File: src/rtl/vga_pkg.sv
// Shared definitions for the frame writer and the display pixel generator:
// pixel colour codes, pixels-per-word packing and the writer state encoding.
package vga_pkg;

  localparam int PIX_DW = 2;

  localparam logic [1:0] PIX_GREY  = 2'b00;
  localparam logic [1:0] PIX_RED   = 2'b01;
  localparam logic [1:0] PIX_GREEN = 2'b10;
  localparam logic [1:0] PIX_WHITE = 2'b11;

  localparam int PIX_PER_WORD = 16 / PIX_DW;

  // Number of whole pixels of width dw that fit in one 16-bit memory word.
  function automatic int pix_per_word(input int dw);
    return 16 / dw;
  endfunction

  typedef enum logic [1:0] {
    ST_IDLE  = 2'd0,
    ST_FILL  = 2'd1,
    ST_WRITE = 2'd2
  } fw_state_t;

endpackage

File: src/rtl/frame_addr_gen.sv
// Frame write address and word counter. Advances once per memory write,
// steps over the flag word, and wraps to the base address after the last
// word of a frame (flagging that write with a one-cycle frame_done).
module frame_addr_gen #(
  parameter logic [15:0] BASE_ADDR   = 16'h0000,
  parameter int          FRAME_WORDS = 38400,
  parameter logic [15:0] FLAG_ADDR   = 16'h4B00
) (
  input  logic        i_clk,
  input  logic        i_rst_n,
  input  logic        i_restart,
  input  logic        i_adv,
  output logic [15:0] o_addr,
  output logic        o_frame_done
);

  localparam logic [15:0] LAST_COUNT = 16'(FRAME_WORDS - 1);

  logic [15:0] r_addr;
  logic [15:0] r_count;
  logic [15:0] w_addr_inc;
  logic        w_last;

  assign w_addr_inc = r_addr + 16'd1;
  assign w_last     = (r_count == LAST_COUNT);

  // Address/count update: restart on start-of-frame, otherwise step per write.
  always_ff @(posedge i_clk or negedge i_rst_n) begin
    if (!i_rst_n) begin
      r_addr  <= BASE_ADDR;
      r_count <= '0;
    end else if (i_restart) begin
      r_addr  <= BASE_ADDR;
      r_count <= '0;
    end else if (i_adv) begin
      if (w_last) begin
        r_addr  <= BASE_ADDR;
        r_count <= '0;
      end else begin
        r_count <= r_count + 16'd1;
        // The flag word is owned by the reader; never land on it.
        r_addr  <= (w_addr_inc == FLAG_ADDR) ? (FLAG_ADDR + 16'd1) : w_addr_inc;
      end
    end
  end

  assign o_addr       = r_addr;
  assign o_frame_done = i_adv & w_last;

endmodule

File: src/rtl/frame_writer.sv
// Packs a pixel stream into 16-bit words and writes them to frame memory,
// yielding the memory port whenever the display reader holds it (bright=1).
//
// Pixel handshake: a pixel transfers on a rising clk edge where
// pix_valid && pix_ready are both high; pix_ready does not depend on
// pix_valid. sof is only meaningful on a transferring pixel.
module frame_writer
  import vga_pkg::*;
#(
  parameter int          DATA_WIDTH  = 2,
  parameter logic [15:0] BASE_ADDR   = 16'h0000,
  parameter int          FRAME_WORDS = 38400,
  parameter logic [15:0] FLAG_ADDR   = 16'h4B00
) (
  input  logic                  clk,
  input  logic                  reset,
  input  logic                  sof,
  input  logic                  pix_valid,
  input  logic [DATA_WIDTH-1:0] pix,
  output logic                  pix_ready,
  input  logic                  bright,
  output logic                  mem_we,
  output logic [15:0]           mem_addr,
  output logic [15:0]           mem_wdata,
  output logic                  frame_done,
  output logic [1:0]            o_dbg_state
);

  localparam int         PPW       = pix_per_word(DATA_WIDTH);
  localparam logic [4:0] LAST_SLOT = 5'(PPW - 1);

  fw_state_t   r_state;
  fw_state_t   w_state_next;
  logic        r_en;
  logic [4:0]  r_slot;
  logic [4:0]  w_slot_cur;
  logic [15:0] r_pack;
  logic [15:0] w_pack_next;
  logic        w_accept;
  logic        w_start;
  logic        w_take;
  logic        w_full;

  assign w_accept   = pix_valid & pix_ready;
  assign w_start    = w_accept & sof;
  // Outside FILL only a start-of-frame pixel is kept.
  assign w_take     = w_accept & (sof | (r_state == ST_FILL));
  assign w_slot_cur = w_start ? 5'd0 : r_slot;
  assign w_full     = w_take & (w_slot_cur == LAST_SLOT);

  // State register; r_en holds pix_ready low until the first edge after reset.
  always_ff @(posedge clk or negedge reset) begin
    if (!reset) begin
      r_state <= ST_IDLE;
      r_en    <= 1'b0;
    end else begin
      r_state <= w_state_next;
      r_en    <= 1'b1;
    end
  end

  // Next-state logic.
  always_comb begin
    w_state_next = r_state;
    case (r_state)
      ST_IDLE:  if (w_start) w_state_next = w_full ? ST_WRITE : ST_FILL;
      ST_FILL:  if (w_full) w_state_next = ST_WRITE;
      ST_WRITE: if (mem_we) w_state_next = ST_FILL;
      default:  w_state_next = ST_IDLE;
    endcase
  end

  // Outputs decoded from state; the write strobe always yields to bright.
  always_comb begin
    pix_ready = 1'b0;
    mem_we    = 1'b0;
    case (r_state)
      ST_IDLE, ST_FILL: pix_ready = r_en;
      ST_WRITE:         mem_we    = ~bright;
      default:          pix_ready = 1'b0;
    endcase
  end

  assign o_dbg_state = r_state;

  // Next pack word: sof clears the word so upper unused bits stay zero.
  always_comb begin
    w_pack_next = r_pack;
    if (w_start) begin
      w_pack_next = '0;
      w_pack_next[DATA_WIDTH-1:0] = pix;
    end else if (w_take) begin
      for (int k = 0; k < PPW; k++) begin
        if (r_slot == 5'(k)) w_pack_next[k*DATA_WIDTH +: DATA_WIDTH] = pix;
      end
    end
  end

  // Pack word and slot index; the word is frozen while in WRITE.
  always_ff @(posedge clk or negedge reset) begin
    if (!reset) begin
      r_slot <= '0;
      r_pack <= '0;
    end else begin
      r_pack <= w_pack_next;
      if (w_take) r_slot <= w_full ? 5'd0 : (w_slot_cur + 5'd1);
    end
  end

  assign mem_wdata = r_pack;

  frame_addr_gen #(
    .BASE_ADDR  (BASE_ADDR),
    .FRAME_WORDS(FRAME_WORDS),
    .FLAG_ADDR  (FLAG_ADDR)
  ) u_addr_gen (
    .i_clk       (clk),
    .i_rst_n     (reset),
    .i_restart   (w_start),
    .i_adv       (mem_we),
    .o_addr      (mem_addr),
    .o_frame_done(frame_done)
  );

endmodule

File: config.mk
export PLATFORM = sky130hd
export DESIGN_NAME = frame_writer
export DESIGN_NICKNAME = d
export VERILOG_FILES = /design/src/rtl/vga_pkg.sv /design/src/rtl/frame_addr_gen.sv /design/src/rtl/frame_writer.sv
export SDC_FILE = /design/constraint.sdc
export NUM_CORES = 1
export LEC_CHECK = 0
export BUFFER_PORTS_ARGS = -buffer_cell sky130_fd_sc_hd__buf_2
export CAP_MARGIN = 20
export CORE_MARGIN = 2
export CORE_UTILIZATION = 47
export DETAILED_ROUTE_END_ITERATION = 6
export PLACE_DENSITY_LB_ADDON = 0.12
export SYNTH_ARGS = -nofsm -noshare
export SYNTH_HDL_FRONTEND = slang
export SYNTH_HIERARCHICAL = 1
export SYNTH_SLANG_ARGS = --single-unit
File: constraint.sdc
create_clock -name clk -period 3.5 [get_ports clk]
set_input_delay 0.175 -clock clk [delete_from_list [all_inputs] [get_ports clk]]
set_output_delay 0.175 -clock clk [all_outputs]
set_load 0.01 [all_outputs]
==> impl_metrics.json, run 1 <==
{
  "status": "complete, no violations",
  "holdBufCountCts": 1,
  "ant_nets": 0,
  "io_pins": 44,
  "synth_top_area_share_pct": 44.1,
  "crit_required_ps": 3700,
  "antenna_found_initial": 0,
  "p_per_area_nw_per_um2": 399,
  "synth_largest_area_cell": "dfrtp_1",
  "fin_setup_tns_ps": 0,
  "worst_ir_drop_vdd_uv": 173,
  "critPathLaunch": "u_addr_gen/o_addr[0]",
  "place_inst": 455,
  "synth_warnings": 6,
  "rsz0062_at_grt": "no",
  "synthesis.nets": 359,
  "grt_usage_pct": 21.1,
  "drt_iter0_markers": 149,
  "areaGrowthSynthToFinish_pct": 11.7,
  "p_comb_share_pct": 17.8,
  "avgSynthCellArea_um2": 9.10,
  "fin_crit_sh_pct": 65.1,
  "path_clk_slew_ps": 100,
  "fillers": 603,
  "min_to": "mem_wdata[1]",
  "critPathSlowestCell": "dfrtp_1",
  "cp_num_buf_inv": 0,
  "max_stage_delay_ps": 470,
  "row_count": 29,
  "io_buffers": 43,
  "grt_max_degree": 34,
  "drive_gt1_share_pct": 17.6,
  "arrival_ps": 2470,
  "die_h_um": 86.2,
  "gr-total-overflow": 0,
  "htreeDepth": 2,
  "nNetsFinal": 396,
  "hold_violations": 0,
  "cts_setup_buffers": 0,
  "insertion_delay_ps": 310,
  "cts_resized": 0,
  "internal-power_uw": 978,
  "grt_pass1_wl_mm": 12.6,
  "p_sw_uw": 438,
  "finalNonFillerCells": 464,
  "worstPathCellList": "ha_1 -> and4_1 -> nor4b_2 -> nand3_1 -> a2111oi_2 -> o21ai_0",
  "sw_frac_of_total_pct": 30.9,
  "tightest_slew_ps": 841,
  "cts_buffer_depth": 2,
  "rrSetupSlack_ps": 1220,
  "ys_seq_area_share_pct": 44.1,
  "critPathKind": "reg -> reg",
  "fmax_mhz": 439,
  "first_pass_iters": 4,
  "post-route-min-period_ps": 2280,
  "grt_pass1_vias": 2543,
  "drt-total-wl_mm": 7.42,
  "totalPowerFinal_mw": 1.42,
  "vias_per_cell": 6.04,
  "die_x_um": 86.2,
  "synth_seq_cells": 56,
  "crit_path_end_kind": "register",
  "leakage_nw": 1.56,
  "cts_tree": "yes",
  "maxCapViolCount": 0,
  "rr_worst_depth": 6,
  "die_area_um2": 7430,
  "relSlewSlack_pct": 43.4,
  "synthArstFlopShare_pct": 100,
  "crit_family": "simple AND/OR/NAND/NOR gates",
  "worstHoldStart": "pix[1]",
  "clkPwrFrac_pct": 26.7,
  "setup_viol": 0,
  "synth_area_um2": 3170,
  "postSynthCellCount": 349,
  "fin_skew_ps": 6.23,
  "gp_congestion": 0.799,
  "route.detailed.drc": 0,
  "initial_core_util_pct": 49.1,
  "synth_area_leaders": "dfrtp_1, o21ai_0, nand2_1",
  "holdPathStages": 3,
  "synth_flop_cell": "dfrtp_1",
  "report.final.slew_viol_count": 0,
  "reg2reg_from": "u_addr_gen/o_addr[0]",
  "dp_hpwl_mm": 5.13,
  "hold_path.class": "in -> reg",
  "p_seq_share_pct": 55.5,
  "vias": 2804,
  "cts.sinks": 56,
  "crit_fanout": 8,
  "root_buffer": "clkbuf_8",
  "cts_buffers": 5,
  "r2r-end": "u_addr_gen/o_addr[1]",
  "synth-edff-count": 0,
  "ys_types": 55,
  "core_area_um2": 6460,
  "wl_per_cell_um": 16.0,
  "startpoint_type": "register",
  "diodes": 0
}
==> logic make-up after synthesis <==
group | count (synthesis) | share of synthesized area, %
buffers and inverters | 33 | 4.45
other | 1 | 0.118
muxes | 15 | 4.77
adders and majority gates | 3 | 1.18
and+or+nand+nor | 139 | 24.8
DFF | 56 | 44.1
xor gates and xnor gates | 1 | 0.276
AOI/OAI and AO/OA | 101 | 20.2
==> worst max path at each step <==
stage                                 end  cells past startpoint
floorplan           u_addr_gen/o_addr[11]                      8
global placement     u_addr_gen/o_addr[1]                      6
detailed placement   u_addr_gen/o_addr[1]                      6
CTS                  u_addr_gen/o_addr[1]                      6
global route         u_addr_gen/o_addr[1]                      6
finish               u_addr_gen/o_addr[1]                      6
==> tightest hold or removal path, delay by kind of cell <==
family	cells	cell delay (ps)
buf+inv	1	90
compound gates	1	70
simple gates	1	50
==> registers in the layout, indices dropped and copies added (netlist names) <==
name	cells
r_en	1
u_addr_gen/r_count	16
u_addr_gen/o_addr	16
r_slot	5
o_dbg_state	2
mem_wdata	16
==> synth_stat cells (4+ instances only) <==
| cell | n |
|---|---|
| o21ai_0 | 47 |
| nor2b_1 | 7 |
| clkbuf_1 | 9 |
| mux2i_1 | 14 |
| a21oi_1 | 10 |
| nand3_1 | 14 |
| buf_2 | 7 |
| and4_1 | 9 |
| nand2_1 | 44 |
| nor3b_1 | 5 |
| dfrtp_1 | 56 |
| nor2_1 | 15 |
| o31ai_1 | 11 |
| nand4_1 | 17 |
| inv_1 | 13 |
| a31oi_1 | 8 |
| nor3_1 | 4 |
==> metal layers <==
| layer | track usage (%) | part of all wire (%) |
|---|---|---|
| met3 | 3.90 | 4.7 |
| met2 | 34.0 | 48 |
| met1 | 29.2 | 47 |
| met5 | 0 | 0 |
| met4 | 5.97 | 0.96 |
==> final cells by class <==
cell class              instances  area (µm²)  area share, %
clock buffers                   6        82.6           2.33
clock inverters                 2        13.8          0.388
inverters                      13        48.8           1.38
multi-input cells             260        1630           46.0
flip-flops and latches         56        1400           39.5
well taps                      77        96.3           2.72
repair buffers                 50         270           7.62
==> metrics by stage <==
| stage | instance area, µm² | setup slack (ps) | utilization [%] | hold WS [ps] |
|---|---|---|---|---|
| detailed placement | 3440 | 1260 | 53.2 | 245 |
| CTS | 3540 | 1230 | 54.9 | 115 |
| global placement | 3440 | 1310 | 53.2 | 245 |
| global route | 3540 | 1020 | 54.9 | 120 |
| finish | 3540 | 1220 | 54.9 | 116 |
| floorplan | 3170 | 1350 | - | -121 |
==> cells in the final DEF (no fill, tap or decap), types with 3 or more instances in the layout <==
cell / n
dfrtp_1: 56
o21ai_0: 47
nand2_1: 44
buf_2: 43
nand4_1: 17
nor2_1: 15
mux2i_1: 14
nand3_1: 14
inv_1: 13
o31ai_1: 11
a21oi_1: 10
and4_1: 9
a31oi_1: 8
nor2b_1: 7
clkbuf_8: 6
buf_4: 6
nor3b_1: 5
nor3_1: 4
nand3b_1: 3
or4_1: 3
o41ai_1: 3
ha_1: 3
==> power by group through the flow <==
stage                     combinational, mW  clock [mW]  sequential [mW]
after floorplan                       0.176           0            0.774
after global placement                0.247           0            0.797
after detailed placement              0.252           0            0.798
after CTS                             0.256       0.394            0.784
after global routing                  0.285       0.421            0.797
final                                 0.252       0.379            0.785
(Power assumes the default switching activity.)
==> inputs of run 2 (changes only) <==
==> constraint.sdc (replaced) <==
create_clock -name clk -period 2.4 [get_ports clk]
set_input_delay 0.12 -clock clk [delete_from_list [all_inputs] [get_ports clk]]
set_output_delay 0.12 -clock clk [all_outputs]
set_load 0.01 [all_outputs]
==> impl_metrics.json, run 2 (same netlist as run 1, synthesis figures left out) <==
{
  "drt_iter0_markers": 203,
  "gr-total-overflow": 0,
  "cts_buffers": 5,
  "die_x_um": 86.2,
  "place_area_um2": 3510,
  "grt_usage_pct": 21.4,
  "hold_violations": 0,
  "drive_gt1_share_pct": 19.2,
  "fin_skew_ps": 6.88,
  "first_pass_iters": 4,
  "leakage_nw": 1.59,
  "nNetsFinal": 404,
  "vias": 2835,
  "cts.sinks": 56,
  "final_common_cell": "dfrtp_1",
  "grt_pass1_vias": 2542,
  "route.detailed.drc": 0,
  "die_area_um2": 7430,
  "fmax_mhz": 460,
  "wl_per_cell_um": 15.8,
  "htreeDepth": 2,
  "grt_max_degree": 34,
  "gp_congestion": 0.815,
  "dp_hpwl_mm": 5.15,
  "io_pins": 44,
  "critPathSlowestCell": "dfrtp_1",
  "drt-total-wl_mm": 7.47,
  "worst_ir_drop_vdd_uv": 262,
  "status": "complete, no violations",
  "fin_setup_tns_ps": 0,
  "worstPathCellList": "ha_1 -> and4_1 -> nor4b_2 -> nand3_1 -> a2111oi_2 -> o21ai_0",
  "max_stage_delay_ps": 470,
  "report.final.slew_viol_count": 0,
  "areaGrowthSynthToFinish_pct": 13.8,
  "design_area_um2": 3610,
  "path_depth": 6,
  "diodes": 0,
  "utilization_pct": 55.9,
  "die_h_um": 86.2,
  "rsz0062_at_grt": "no",
  "relSlewSlack_pct": 51.2,
  "crit_required_ps": 2600,
  "arrival_ps": 2370,
  "initial_core_util_pct": 49.1,
  "layout_common_cells": "dfrtp_1, o21ai_0, nand2_1",
  "critPathKind": "reg -> reg",
  "fillers": 603,
  "path_clk_slew_ps": 110,
  "setup_viol": 0,
  "p_per_area_nw_per_um2": 570,
  "holdPathStages": 3,
  "crit_fanout": 8,
  "cts_buffer_depth": 2,
  "root_buffer": "clkbuf_8",
  "insertion_delay_ps": 320,
  "hold_path.class": "in -> reg",
  "cts_setup_buffers": 0,
  "maxCapViolCount": 0,
  "rr_worst_depth": 6,
  "cp_num_buf_inv": 0,
  "crit_family": "simple AND/OR/NAND/NOR gates",
  "io_buffers": 43,
  "post-route-min-period_ps": 2180,
  "vias_per_cell": 6.01,
  "antenna_found_initial": 0,
  "fin_crit_sh_pct": 90.6,
  "row_count": 29,
  "grt_pass1_wl_mm": 12.7,
  "core_area_um2": 6460,
  "startpoint_type": "register",
  "cts_tree": "yes",
  "ant_nets": 0,
  "tightest_slew_ps": 727,
  "crit_path_end_kind": "register"
}
[run 2: changes by cell type in the layout (fill, tap and decap cells not counted), sizes merged]
cell	delta
buf	+8
clkbuf	-1
clkinvlp	+1
[run 2: path summary, 6_finish.rpt]
check	from	end	slack (ps)
setup / recovery	u_addr_gen/o_addr[0]	u_addr_gen/o_addr[1]	220
hold / removal	pix[1]	mem_wdata[1]	50
max in group asynchronous	reset	u_addr_gen/r_count[13]	1460
hold reg to reg	u_addr_gen/r_count[13]	u_addr_gen/r_count[13]	510
min in group asynchronous	reset	r_slot[4]	350
setup reg to reg	u_addr_gen/o_addr[0]	u_addr_gen/o_addr[1]	220
[run 2: worst reg2reg max path: cells and delay by family, from the launching register on]
kind | cells | cell delay (ps)
simple gates | 3 | 860
compound gates | 2 | 540
flops | 1 | 470
fa+ha+maj | 1 | 190
[run 2: where the power goes]
part	total (mW)	internal [mW]	switching [mW]
Sequential	1.14	1.03	0.114
Clock	0.539	0.208	0.331
Combinational	0.376	0.166	0.210
[run 2: metrics by stage]
stage	hold WS (ps)	cells	worst slack [ps]	total power, mW
floorplan	-176	349	249	1.39
global placement	183	463	299	1.53
detailed placement	188	463	245	1.54
CTS	32.3	472	204	2.09
global route	34.6	472	14.0	2.18
finish	51.2	472	225	2.06
[run 2: metal layers]
metal / vias up / GRT usage [%] / part of all wire (%) / routed length, µm
met4: 0 / 6.82 / 1.2 / 90
met5: - / 0 / 0 / 0
li1: 1396 / - / - / -
met3: 7 / 3.24 / 4.6 / 343
met1: 1357 / 30.3 / 47 / 3530
met2: 75 / 34.1 / 47 / 3510
[run 2: timing repair]
action	4_1_cts	5_1_grt
gates resized for setup	0	0
endpoints found under the hold margin	26	0
hold buffers	1	0
[run 2: final cells by class]
type / count / area, µm² / share of cell area [%]
timing repair buffer: 58 / 343 / 9.49
inverter: 13 / 48.8 / 1.35
multi-input combinational: 260 / 1630 / 45.2
clock inverter: 3 / 21.3 / 0.589
tap: 77 / 96.3 / 2.67
sequential: 56 / 1400 / 38.8
clock buffer: 5 / 68.8 / 1.91
